[config.mk]
export PLATFORM = sky130hd
export DESIGN_NAME = fetch_target_queue
export DESIGN_NICKNAME = d
export VERILOG_FILES = /design/src/rtl/fetch_target_queue_pkg.sv /design/src/rtl/fetch_queue_ram.sv /design/src/rtl/fetch_target_queue.sv
export SDC_FILE = /design/constraint.sdc
export NUM_CORES = 1
export LEC_CHECK = 0
export ABC_AREA = 0
export BUFFER_PORTS_ARGS = -buffer_cell sky130_fd_sc_hd__buf_2
export CAP_MARGIN = 10
export CELL_PAD_IN_SITES_DETAIL_PLACEMENT = 1
export CELL_PAD_IN_SITES_GLOBAL_PLACEMENT = 1
export CORE_ASPECT_RATIO = 1.1
export CORE_MARGIN = 1
export CORE_UTILIZATION = 55
export CTS_BUF_LIST = sky130_fd_sc_hd__clkbuf_2 sky130_fd_sc_hd__clkbuf_4 sky130_fd_sc_hd__clkbuf_8
export CTS_CLUSTER_SIZE = 25
export DETAILED_ROUTE_END_ITERATION = 6
export PLACE_DENSITY_LB_ADDON = 0.12
export SLEW_MARGIN = 20
export SYNTH_ARGS = -nofsm -noshare
export SYNTH_HDL_FRONTEND = slang
export SYNTH_SLANG_ARGS = --single-unit
[constraint.sdc]
create_clock -name clk -period 6.15 [get_ports clk]
set_input_delay 0.3075 -clock clk [delete_from_list [all_inputs] [get_ports clk]]
set_output_delay 0.3075 -clock clk [all_outputs]
set_load 0.01 [all_outputs]
[src/rtl/fetch_target_queue_pkg.sv]
// Shared BPU/frontend definitions: global fetch width and the fetch-block entry.
package fetch_target_queue_pkg;

  localparam int CFG_FETCH_WIDTH = 4;
  localparam int PC_W            = 32;

  typedef struct packed {
    logic [PC_W-1:0]            pc;
    logic [CFG_FETCH_WIDTH-1:0] mask;
  } fetch_block_t;

endpackage

[src/rtl/fetch_queue_ram.sv]
// Fetch-block storage: DEPTH entries, one write port, one asynchronous read port.
module fetch_queue_ram
  import fetch_target_queue_pkg::*;
#(
  parameter int DEPTH       = 4,
  parameter int FETCH_WIDTH = CFG_FETCH_WIDTH,
  localparam int AW         = $clog2(DEPTH)
) (
  input  logic                   clk,
  input  logic                   rst_n,
  input  logic                   i_wr_en,
  input  logic [AW-1:0]          i_wr_addr,
  input  logic [PC_W-1:0]        i_wr_pc,
  input  logic [FETCH_WIDTH-1:0] i_wr_mask,
  input  logic [AW-1:0]          i_rd_addr,
  output logic [PC_W-1:0]        o_rd_pc,
  output logic [FETCH_WIDTH-1:0] o_rd_mask
);

  logic [PC_W-1:0]        r_pc   [DEPTH];
  logic [FETCH_WIDTH-1:0] r_mask [DEPTH];

  // Every entry clears on reset so an empty queue presents zeros at the head.
  for (genvar gi = 0; gi < DEPTH; gi++) begin : g_entry
    always_ff @(posedge clk or negedge rst_n) begin
      if (!rst_n) begin
        r_pc[gi]   <= '0;
        r_mask[gi] <= '0;
      end else if (i_wr_en && (i_wr_addr == AW'(gi))) begin
        r_pc[gi]   <= i_wr_pc;
        r_mask[gi] <= i_wr_mask;
      end
    end
  end

  assign o_rd_pc   = r_pc[i_rd_addr];
  assign o_rd_mask = r_mask[i_rd_addr];

endmodule

[src/rtl/fetch_target_queue.sv]
// First-word-fall-through queue of predicted fetch blocks between the BPU and the I-cache.
module fetch_target_queue
  import fetch_target_queue_pkg::*;
#(
  parameter int FETCH_WIDTH = CFG_FETCH_WIDTH,
  parameter int DEPTH       = 4
) (
  input  logic                         clk,
  input  logic                         rst_n,
  input  logic                         flush_i,
  input  logic                         enq_valid_i,
  input  logic [31:0]                  enq_pc_i,
  input  logic [FETCH_WIDTH-1:0]       enq_mask_i,
  output logic                         enq_ready_o,
  output logic                         deq_valid_o,
  output logic [31:0]                  deq_pc_o,
  output logic [FETCH_WIDTH-1:0]       deq_mask_o,
  input  logic                         deq_ready_i,
  output logic [$clog2(DEPTH+1)-1:0]   count_o
);

  localparam int AW = $clog2(DEPTH);
  localparam int CW = $clog2(DEPTH+1);
  localparam logic [CW-1:0] FULL_COUNT = CW'(DEPTH);

  logic [AW-1:0] r_head;
  logic [AW-1:0] r_tail;
  logic [CW-1:0] r_count;

  logic w_enq_fire;
  logic w_store;
  logic w_deq_fire;

  // Ready/valid come only from registered count; no same-cycle bypass.
  assign enq_ready_o = (r_count != FULL_COUNT);
  assign deq_valid_o = (r_count != '0);

  assign w_enq_fire = enq_valid_i && enq_ready_o && !flush_i;
  assign w_deq_fire = deq_valid_o && deq_ready_i && !flush_i;
  // Empty-mask blocks complete the handshake but carry no instructions.
  assign w_store    = w_enq_fire && (|enq_mask_i);

  always_ff @(posedge clk or negedge rst_n) begin
    if (!rst_n) begin
      r_head  <= '0;
      r_tail  <= '0;
      r_count <= '0;
    end else if (flush_i) begin
      r_head  <= '0;
      r_tail  <= '0;
      r_count <= '0;
    end else begin
      if (w_store) begin
        r_tail <= r_tail + 1'b1;
      end
      if (w_deq_fire) begin
        r_head <= r_head + 1'b1;
      end
      case ({w_store, w_deq_fire})
        2'b10:   r_count <= r_count + 1'b1;
        2'b01:   r_count <= r_count - 1'b1;
        default: r_count <= r_count;
      endcase
    end
  end

  fetch_queue_ram #(
    .DEPTH       (DEPTH),
    .FETCH_WIDTH (FETCH_WIDTH)
  ) u_ram (
    .clk       (clk),
    .rst_n     (rst_n),
    .i_wr_en   (w_store),
    .i_wr_addr (r_tail),
    .i_wr_pc   (enq_pc_i),
    .i_wr_mask (enq_mask_i),
    .i_rd_addr (r_head),
    .o_rd_pc   (deq_pc_o),
    .o_rd_mask (deq_mask_o)
  );

  assign count_o = r_count;

endmodule

==> results.sh <==
export IMPL_postSynthAreaPerCell_sq_um=16.6
export IMPL_dieHeight_um=119
export IMPL_first_iter_violations=158
export IMPL_worstPathRequired_ns=6.51
export IMPL_wl_per_cell_um=21.2
export IMPL_p_leak_nw=3.54
export IMPL_ctsRootBufferMaster="clkbuf_8"
export IMPL_die_area_sq_um=12900
export IMPL_drc=0
export IMPL_cts_clk_slew_worst_paths_ns=0.08
export IMPL_tns_ns=0
export IMPL_clk_latency_ns=0.44
export IMPL_post_cts_setup_buffer_count=0
export IMPL_io_buffers=81
export IMPL_fmax_ghz=0.351
export IMPL_cts_tree="built"
export IMPL_wl_um=13900
export IMPL_layout_nets=537
export IMPL_max_slew_margin_pct=32.4
export IMPL_gp_congestion=0.757
export IMPL_post_dp_hpwl_um=8300
export IMPL_syn_cell_area_sq_um=6820
export IMPL_antenna_left=0
export IMPL_yosysSeqAreaShare_pct=55.4
export IMPL_worst_pin_slew_ns=1.01
export IMPL_num_vias=3839
export IMPL_via_per_inst=5.83
export IMPL_nFillCells=1120
export IMPL_synth_cells=412
export IMPL_grt_pass1_wl_um=22900
export IMPL_fp_dieW_um=108
export IMPL_fin_crit_sh_pct=46.3
export IMPL_finalSetupViolCount=0
export IMPL_cp_start_kind="register"
export IMPL_crit_arrival_ns=3.21
export IMPL_synth_warnings=0
export IMPL_grtUsageTotal_pct=24.2
export IMPL_grt_max_degree=84
export IMPL_io_pins=82
export IMPL_core_sq_um=12100
export IMPL_start_util_pct=56.5
export IMPL_antenna_cells=0
export IMPL_finClkSkew_ns=0.0103
export IMPL_grt_setup_unrepaired="false"
export IMPL_ir_drop_v=0.000288
export IMPL_htreeDepth=4
export IMPL_status="completed"
export IMPL_drv_slew=0
export IMPL_cts_buffers=17
export IMPL_drv_cap=0
export IMPL_p_per_area_nw_per_um2=446
export IMPL_synth_seq_cells=151
export IMPL_clkSinkCount=151
export IMPL_hold_viol=0
export IMPL_ys_types=36
export IMPL_drt_first_pass_iters=4
export IMPL_setup_worst_path_class="reg -> reg"
export IMPL_hp_class="in -> reg"
export IMPL_gr_total_overflow=0
export IMPL_grt_antenna_before_repair=0
export IMPL_syn_nets=458
export IMPL_end_kind="register"
export IMPL_worstPathMaxFanout=12
export IMPL_clock_path_buffers=2
export IMPL_grt_pass1_vias=4403
export IMPL_min_period_ns=2.85
export IMPL_finalCoreUtilization_pct=63.9
export IMPL_fp_row_count=42
export IMPL_drive_gt1_share_pct=60.9
export IMPL_syn2layout_area_growth_pct=13.2
==> worst paths after layout <==
kind | from | end | slack, ns | cells past startpoint
worst min-delay path | enq_pc_i[6] | u_ram.r_pc[102] | 0.14 | 2
min in group asynchronous | rst_n | u_ram.r_pc[123] | 0.44 | 2
worst max register to register | count_o[0] | count_o[2] | 3.30 | 8
max in group asynchronous | rst_n | u_ram.r_pc[38] | 4.53 | 3
worst min register to register | u_ram.r_pc[40] | u_ram.r_pc[40] | 0.50 | 1
worst max-delay path | count_o[0] | count_o[2] | 3.30 | 8
==> state kept, by name (all words and copies together), names as in the netlist <==
name	flops
u_ram.r_pc	128
u_ram.r_mask	16
count_o	3
r_head	2
r_tail	2
==> synth_stat cells <==
master    count  share of area, %
dfrtp_1     151                55
mux2_2      140                23
mux4_2       36                12
buf_6        12               2.0
nor2_1        9              0.50
mux2_4        6               1.3
buf_2         5              0.37
inv_1         5              0.28
nand2_1       5              0.28
a21oi_1       4              0.29
clkbuf_1      4              0.22
ha_1          4              0.73
nand2_4       4              0.66
buf_1         2              0.11
nor3_1        2              0.15
nor3b_1       2              0.22
o21ai_0       2              0.15
a31oi_1       1             0.092
clkbuf_2      1             0.073
fa_1          1              0.29
nand2b_1      1             0.092
nand3_1       1             0.073
nor3_4        1              0.24
nor4_1        1             0.092
nor4_2        1              0.18
o211ai_1      1              0.11
o221ai_1      1              0.13
o22ai_1       1             0.092
o311ai_0      1              0.13
o31a_1        1              0.13
o31ai_1       1              0.11
or2_2         1             0.092
or3_1         1             0.092
or3b_2        1              0.13
xnor2_1       1              0.13
xor2_1        1              0.13
==> critical path: stages, from the launching register on <==
cell	delay, ns
dfrtp_1	0.58
nor3b_1	0.18
nor3_4	0.57
nor3_1	0.12
fa_1	0.45
or3b_2	0.48
o21ai_0	0.16
nand2_1	0.07
a31oi_1	0.16
==> metrics by stage <==
stage | power [mW] | setup slack (ns) | instance area, sq um | hold slack (ns) | cells
floorplan | 2.30 | 3.51 | 6820 | 0.0119 | 412
global placement | 2.55 | 3.43 | 7260 | 0.354 | 625
detailed placement | 2.63 | 3.32 | 7260 | 0.362 | 625
CTS | 3.49 | 3.30 | 7720 | 0.105 | 658
global route | 3.64 | 3.08 | 7720 | 0.112 | 658
finish | 3.45 | 3.30 | 7720 | 0.136 | 658
==> layout by cell type, fill, tap and decap left out, types with 3 or more instances in the layout <==
cell type and instances:
a21oi_1 4, buf_2 80, bufinv_16 3, clkbuf_8 24, clkinv_2 3, dfrtp_1 149, ha_1 4, inv_1 5
mux2_2 140, mux2_4 6, mux4_2 36, nand2_1 5, nand2_4 4, nor2_1 9
==> what timing repair did <==
action,in CTS,in global routing
endpoints found under the setup margin,0,0
endpoints found under the hold margin,68,0
gates resized for setup,0,0
hold buffers,1,0
==> report_power, final <==
group | internal, mW | switching (mW) | total [mW]
clock | 0.481 | 0.354 | 0.834
combinational | 0.619 | 0.391 | 1.01
sequential | 1.39 | 0.216 | 1.60
==> logic make-up after synthesis <==
family	count (synthesis)	synth area share (%)
and+or+nand+nor	30	2.79
xor gates and xnor gates	2	0.257
DFF	151	55.4
muxes	182	36.3
AOI/OAI and AO/OA	13	1.23
buffers and inverters	29	3.03
adders and majority gates	5	1.03
==> per-layer routing <==
metal	GRT usage [%]	vias up	routed length [um]
met1	30.3	2068	5790
met2	41.0	65	7400
li1	-	1686	-
met4	9.08	0	242
met3	5.36	20	494
met5	0	-	0
==> layout make-up <==
cell class | instances | area (sq um) | area share [%]
Clock buffer | 25 | 338 | 4.37
Clock inverter | 7 | 113 | 1.46
Sequential cell | 151 | 3780 | 49.0
Inverter | 5 | 18.8 | 0.243
Tap cell | 154 | 193 | 2.50
Multi-Input combinational cell | 232 | 2840 | 36.8
Timing Repair Buffer | 84 | 440 | 5.70
Note: power is estimated with default switching activity, not from simulation.
